### config.mk
export PLATFORM = sky130hd
export DESIGN_NAME = serial_sub_ctrl
export DESIGN_NICKNAME = d
export VERILOG_FILES = /design/src/rtl/serial_sub_pkg.sv /design/src/rtl/full_subtractor.sv /design/src/rtl/serial_sub_ctrl.sv
export SDC_FILE = /design/constraint.sdc
export NUM_CORES = 1
export LEC_CHECK = 0
export CAP_MARGIN = 20
export CORE_MARGIN = 3
export CORE_UTILIZATION = 25
export DETAILED_ROUTE_END_ITERATION = 8
export GPL_TIMING_DRIVEN = 0
export PLACE_DENSITY = 0.39
export SYNTH_ARGS = -nofsm -noshare
export SYNTH_HDL_FRONTEND = slang
export SYNTH_SLANG_ARGS = --single-unit
### constraint.sdc
create_clock -name clk -period 3 [get_ports clk]
set_input_delay 0.45 -clock clk [delete_from_list [all_inputs] [get_ports clk]]
set_output_delay 0.45 -clock clk [all_outputs]
set_load 0.05 [all_outputs]
### src/rtl/serial_sub_pkg.sv
// Shared definitions for the bit-serial subtractor controller:
// FSM state encoding and the default operand width.
package serial_sub_pkg;

   localparam int DEFAULT_WIDTH = 8;

   typedef enum logic [1:0] {
      S_IDLE = 2'd0,
      S_RUN  = 2'd1,
      S_DONE = 2'd2
   } state_t;

endpackage

### src/rtl/full_subtractor.sv
// Single-bit full subtractor cell: D = A - B - Bin, Bout = borrow out.
module full_subtractor (
   input  logic A,
   input  logic B,
   input  logic Bin,
   output logic D,
   output logic Bout
);

   assign D    = A ^ B ^ Bin;
   assign Bout = (~A & B) | (~(A ^ B) & Bin);

endmodule

### src/rtl/serial_sub_ctrl.sv
// Bit-serial a - b - bin, LSB first, one bit per clock through one shared
// full-subtractor cell. The result is published only on entry to DONE.
//
//   state  | meaning
//   -------+--------------------------------------------------------------
//   S_IDLE | waiting for start; diff/bout hold the last result
//   S_RUN  | one bit per clock, counter selects the bit (WIDTH cycles)
//   S_DONE | one-cycle done pulse; start here chains straight into S_RUN
module serial_sub_ctrl
   import serial_sub_pkg::*;
#(
   parameter int WIDTH = DEFAULT_WIDTH
) (
   input  logic             clk,
   input  logic             rst_n,
   input  logic             start,
   input  logic [WIDTH-1:0] a,
   input  logic [WIDTH-1:0] b,
   input  logic             bin,
   output logic             busy,
   output logic             done,
   output logic [WIDTH-1:0] diff,
   output logic             bout
);

   localparam int             CW       = (WIDTH > 1) ? $clog2(WIDTH) : 1;
   localparam logic [CW-1:0]  LAST_BIT = CW'(WIDTH - 1);

   state_t           state;
   state_t           state_nxt;
   logic [WIDTH-1:0] a_reg;
   logic [WIDTH-1:0] b_reg;
   logic [WIDTH-1:0] acc_reg;
   logic [WIDTH-1:0] acc_nxt;
   logic [CW-1:0]    cnt;
   logic             borrow_reg;
   logic             cell_d;
   logic             cell_bout;
   logic             accept;
   logic             last_bit;

   assign accept   = start && (state != S_RUN);
   assign last_bit = (state == S_RUN) && (cnt == LAST_BIT);

   full_subtractor u_fs (
      .A    (a_reg[cnt]),
      .B    (b_reg[cnt]),
      .Bin  (borrow_reg),
      .D    (cell_d),
      .Bout (cell_bout)
   );

   always_comb begin
      state_nxt = state;
      busy      = 1'b0;
      done      = 1'b0;
      case (state)
         S_IDLE: begin
            if (start) state_nxt = S_RUN;
         end
         S_RUN: begin
            busy = 1'b1;
            if (cnt == LAST_BIT) state_nxt = S_DONE;
         end
         S_DONE: begin
            done      = 1'b1;
            state_nxt = start ? S_RUN : S_IDLE;
         end
         default: state_nxt = S_IDLE;
      endcase
   end

   always_ff @(posedge clk or negedge rst_n) begin
      if (!rst_n) state <= S_IDLE;
      else        state <= state_nxt;
   end

   // Partial bits accumulate privately so diff never shows a half result.
   always_comb begin
      acc_nxt      = acc_reg;
      acc_nxt[cnt] = cell_d;
   end

   always_ff @(posedge clk or negedge rst_n) begin
      if (!rst_n) begin
         a_reg      <= '0;
         b_reg      <= '0;
         acc_reg    <= '0;
         cnt        <= '0;
         borrow_reg <= 1'b0;
         diff       <= '0;
         bout       <= 1'b0;
      end else if (accept) begin
         a_reg      <= a;
         b_reg      <= b;
         borrow_reg <= bin;
         cnt        <= '0;
      end else if (state == S_RUN) begin
         acc_reg    <= acc_nxt;
         borrow_reg <= cell_bout;
         if (last_bit) begin
            diff <= acc_nxt;
            bout <= cell_bout;
         end else begin
            cnt <= cnt + CW'(1);
         end
      end
   end

endmodule

### Yosys cells after proc, flatten, opt, wreduce, memory -nomap -nowiden

Index checks and enable logic that the tools add are counted.

| storage, ports and cells | value |
|---|---|
| bits in registers | 39 |
| bits of input ports | 20 |
| output and inout port bits | 11 |
| word-level logic and storage cells | 53 |

| cells by class | value |
|---|---|
| add/sub/neg operators | 1 |
| $lt $le $gt $ge | 2 |
| eq/ne operators | 7 |
| muxes and demuxes | 18 |
| bitwise operators | 8 |
| reduce and logical (&&, ||, !) cells | 9 |

Operators by type and width:

| kind | number |
|---|---|
| 3-bit 2-to-1 mux | 3 |
| 8-bit bitwise mux | 1 |
| 1-bit 2-to-1 mux | 8 |
| 1-bit binary-select mux with 3-bit select | 2 |
| 2-bit case mux with 3 select lines | 1 |
| 2-bit AND reduction | 3 |
| 3-bit by 4-bit < comparator with 1-bit output (second input constant) | 1 |
| 2-bit 2-to-1 mux | 2 |
| 2-bit by 1-bit != test with 1-bit output (second input constant) | 2 |
| 2-bit != test (second input constant) | 2 |
| 3-bit by 1-bit adder with 3-bit output (second input constant) | 1 |
| 1-bit demux with 3-bit select | 1 |
| 3-bit equality test (second input constant) | 1 |
| 3-bit by 1-bit greater-or-equal comparator with 1-bit output (second input constant) | 1 |
| 1-bit logical AND | 3 |
| 1-bit NOT | 3 |
| 3-bit AND reduction | 1 |
| 1-bit bitwise AND | 2 |
| 2-bit by 1-bit equality test with 1-bit output (second input constant) | 1 |
| 2-bit equality test (second input constant) | 1 |
| 2-bit zero test | 1 |
| 2-bit nonzero test | 1 |
| 1-bit bitwise XOR | 2 |
| 1-bit OR | 1 |

### Depth between registers and ports, before layout

| logic depth | value |
|---|---|
| depth after elaboration | 8 |
| mapped depth | 9 |

### Cells and area by module

From an unflattened synthesis, not the netlist that was laid out.

| second synthesis, totals | value |
|---|---|
| cells, all modules | 151 |
| area, all modules | 1888.1 um^2 |

By module, submodules not included:

| module | instances | cells each | area each (um^2) | seq. area each (um^2) |
|---|---|---|---|---|
| serial_sub_ctrl | 1 | 147 | 1856.8 | 975.9 |
| full_subtractor | 1 | 4 | 31.3 | 0.0 |

### Worst setup path after synthesis

Ideal clock, no wire load.

| timing path | value |
|---|---|
| kind | register to register |
| start | reg cnt[1] |
| end | reg diff[4] |
| setup time | 0.082 ns |
| arrival time | 2.184 ns |
| required time | 2.918 ns |
| slack | 0.734 ns |
| stages on the path, launching flop included | 8 |
| cells stage by stage | dfrtp_1 -> mux2_2 -> a221oi_1 -> o21ai_0 -> fa_1 -> clkbuf_1 -> nand3_1 -> a31oi_1 |

| on the way | value |
|---|---|
| cells in the longest elaborated chain, start to end | 5 |
| elaborated cells between the ends (all ways) | 15 |
| those cells by class | 2 x order compare; 1 x eq/ne; 7 x mux; 2 x bitwise; 3 x reduce/logical |

RTL lines:

| what | RTL line | RTL |
|---|---|---|
| start, declared | serial_sub_ctrl.sv:35 | `logic [CW-1:0] cnt;` |
| start signal, assigned | serial_sub_ctrl.sv:105 | `cnt <= cnt + CW'(1);` |
| 3-bit by 4-bit < comparator with 1-bit output (not written as such) (tied with other cells) | serial_sub_ctrl.sv:81 | `acc_nxt[cnt] = cell_d;` |
| 1-bit logical AND (not written as such) (tied with other cells) | serial_sub_ctrl.sv:81 |  |
| 1-bit 2-to-1 mux (not written as such) or 1-bit bitwise XOR (tied branches) | serial_sub_ctrl.sv:81, full_subtractor.sv:10 |  |
| 1-bit demux with 3-bit select or 1-bit bitwise XOR (tied branches) | serial_sub_ctrl.sv:81, full_subtractor.sv:10 |  |
| 8-bit bitwise mux | serial_sub_ctrl.sv:81 |  |
| end signal, assigned | serial_sub_ctrl.sv:102 | `diff <= acc_nxt;` |
| end, declared | serial_sub_ctrl.sv:22 | `output logic [WIDTH-1:0] diff,` |

Several ways; a longest one is shown, not always the timed one. The select of a mux whose other input is x is not followed.
A chain may end at the register's enable or synchronous reset.

### Worst setup path after layout

| timing path | value |
|---|---|
| start | reg cnt[2] |
| end | reg diff[4] |

Same word-level chain as after synthesis.

==> results by group <==
GRT
  – Tot GR Track Use: 0.107
  – Largest net degree at the start of global routing: 40
  – Total grt overflow: 0
  – Antenna violations before repair: 0
  – First-pass GRT wire length: 7.12 mm
  – Number of global-route vias before repair: 1380

Timing
  – Fin crit period: 2.70 ns
  – Max Clock Freq: 371 MHz
  – Slew Limit Fails: 0
  – # setup viols final: 0
  – WHS: 0.271 ns
  – Tcrit/Tclk final: 0.899
  – Setup TNS: 0 ns
  – RSZ-0062 raised after global routing: no
  – Final Skew: 0.00271 ns
  – Final Hold Fails: 0
  – Slew HR: 0.406
  – Worst-margin pin slew: 0.891 ns
  – Worst setup margin: 0.303 ns

Routing
  – First-pass iteration count of the detailed router: 4
  – Routed Antenna Nets: 0
  – Vias/cell: 4.26
  – Post-route DRC violation count: 0
  – Iter 0 DRT Violations: 32
  – Post-Route WL: 4.17 mm
  – Via Count: 1218
  – WL/cell: 14.6 µm

Cells and area
  – Multi-input logic area: 855 µm²
  – Post-route cell area: 0.00246 mm²
  – Commonest non-fill, non-tap cell in the layout: dfrtp_1
  – Highest-count cells in the layout ignoring fill and taps: dfrtp_1, clkdlybuf4s50_1, mux2_2, nand2_1, mux2_4
  – ANT cells: 0
  – Final cell count without fillers: 286
  – Final nets: 209
  – Layout cells sized above 1: 0.257
  – Reg area: 976 µm²
  – # fillers: 766
  – Area grow syn2layout: 28.0%

Setup path
  – Worst Setup EP: diff[4]
  – Req. time, crit path: 3.21 ns
  – Critical path origin: cnt[2]
  – CP Data Arrival Time: 2.91 ns
  – Worst Setup Start Kind: flop
  – R2r endpoint: diff[4]
  – Reg-to-reg startpoint: cnt[2]
  – R2R depth: 9
  – CP endpoint kind: flop
  – WS Path Type: flop to flop
  – Crit path max fanout: 10
  – R2R setup slack: 0.30 ns

Placement
  – Dpl hpwl: 3.09 mm
  – DP Cell Count: 278
  – Placed Area: 0.00234 mm²
  – IO buf count: 30
  – GPL Wtd Cong: 0.705
  – Post-place setup slack: 0.114 ns

Yosys
  – Synth top area cells: dfrtp_1, mux2_4, mux2_2
  – Top_reg_cell synth: dfrtp_1
  – EDFF count, synth: 0
  – Synth top area share: 0.507
  – Cell taking the most area after synthesis: dfrtp_1
  – Sequential share of the synthesized area: 0.507
  – Synth Instances: 149
  – Post-synthesis register bit count: 39
  – Async set-reset flop share out of synthesis: 1.00
  – Synth cell types: 37
  – Synth warn: 0
  – Mapped Avg Cell Area: 12.9 µm²
  – Syn Std Cell Area: 0.00192 mm²
  – Syn nets: 172

Floorplan
  – Die H: 93.7 µm
  – Core area: 0.00737 mm²
  – # rows: 31
  – # IOs: 31
  – Starting Density: 0.261
  – Die Width: 93.7 µm
  – Die area: 0.00879 mm²

Clock network
  – Clk sinks: 39
  – CTS max path bufs: 2
  – CTS tree: yes
  – Hold-fix buffers, CTS: 0
  – CTS clk-pin slew, worst paths: 0.08 ns
  – CTS Buf Count: 5
  – CTS Root Cell: clkbuf_8
  – Clk Latency, worst-skew pair: 0.29 ns
  – H-tree lvl count: 2
  – Setup Buffers After CTS: 0

Hold path
  – Worst Hold Class: input port to asynchronous set/reset pin

Power
  – Maximum VDD drop: 0.000284 V
  – Power density over cell area: 1210 mW/mm²
  – LEAKAGE: 1.08 nW

Flow run
  – Maxcap violations: 0

Status
  – Status: completed
report_power, final:
part	internal, mW	total, mW	switching, mW
Clock	0.269	0.455	0.186
Sequential	0.780	0.932	0.152
Combinational	0.740	1.60	0.857
Total	1.79	2.98	1.19
worst min-delay path by stage:
stage                     slack, ns  depth (start not counted)     from       end
after global placement         0.47                          2     bout      bout
after CTS                      0.31                          1    rst_n      bout
after global routing           0.35                          1    rst_n      bout
after floorplan                0.15                          0    rst_n  a_reg[0]
final                          0.27                          1    rst_n      bout
after detailed placement       0.47                          2  diff[3]   diff[3]
worst max-delay path: stages (launching register included):
cell and delay [ns]:
dfrtp_1 0.36, buf_4 0.19, buf_2 0.25, inv_1 0.11, a221oi_1 0.20, o21ai_0 0.21
fa_1 0.70, clkbuf_2 0.27, nand3_1 0.14, a31oi_1 0.19
Yosys cell counts (3+ instances only):
master,n
mux2i_1,8
o21ai_1,4
mux2_2,13
mux2_4,10
mux2_1,4
dfrtp_1,39
nor2b_1,4
o21ai_0,6
nand3b_1,3
buf_4,4
inv_1,4
nand2_1,12
nand3_1,6
per-stage QoR:
step                total power [mW]   util
floorplan                       2.10      -
detailed placement              2.56  0.318
finish                          2.98  0.334
global placement                2.52  0.319
CTS                             3.03  0.334
global route                    3.24  0.334
cell type report:
class | instances | share of cell area
inverter | 5 | 0.00762
clock buffer | 6 | 0.0335
buffer | 9 | 0.0310
clock inverter | 2 | 0.0142
tap | 99 | 0.0503
sequential | 39 | 0.396
timing repair buffer | 30 | 0.120
multi-input combinational | 96 | 0.347
timing repair:
item	CTS	global route
gates resized for setup	0	2
endpoints found under the setup margin	0	2
hold endpoints to repair	0	0
metal layers:
layer  track usage  vias up  wire length (µm)  share of wire
li1              -      605                 -              -
met1         0.132      572              1840           0.44
met2         0.177       34              2080           0.50
met3        0.0329        7               187          0.045
met4        0.0361        0                62          0.015
met5             0        -                 0              0
logic make-up after synthesis:
family,Yosys count,synth area share
adder cells (fa/ha/maj),3,0.0234
buffers and inverters,14,0.0488
multiplexers,37,0.243
AND/OR/NAND/NOR,34,0.101
flip-flops,39,0.507
AO/OA/AOI/OAI,22,0.0774
(Power assumes the default switching activity.)
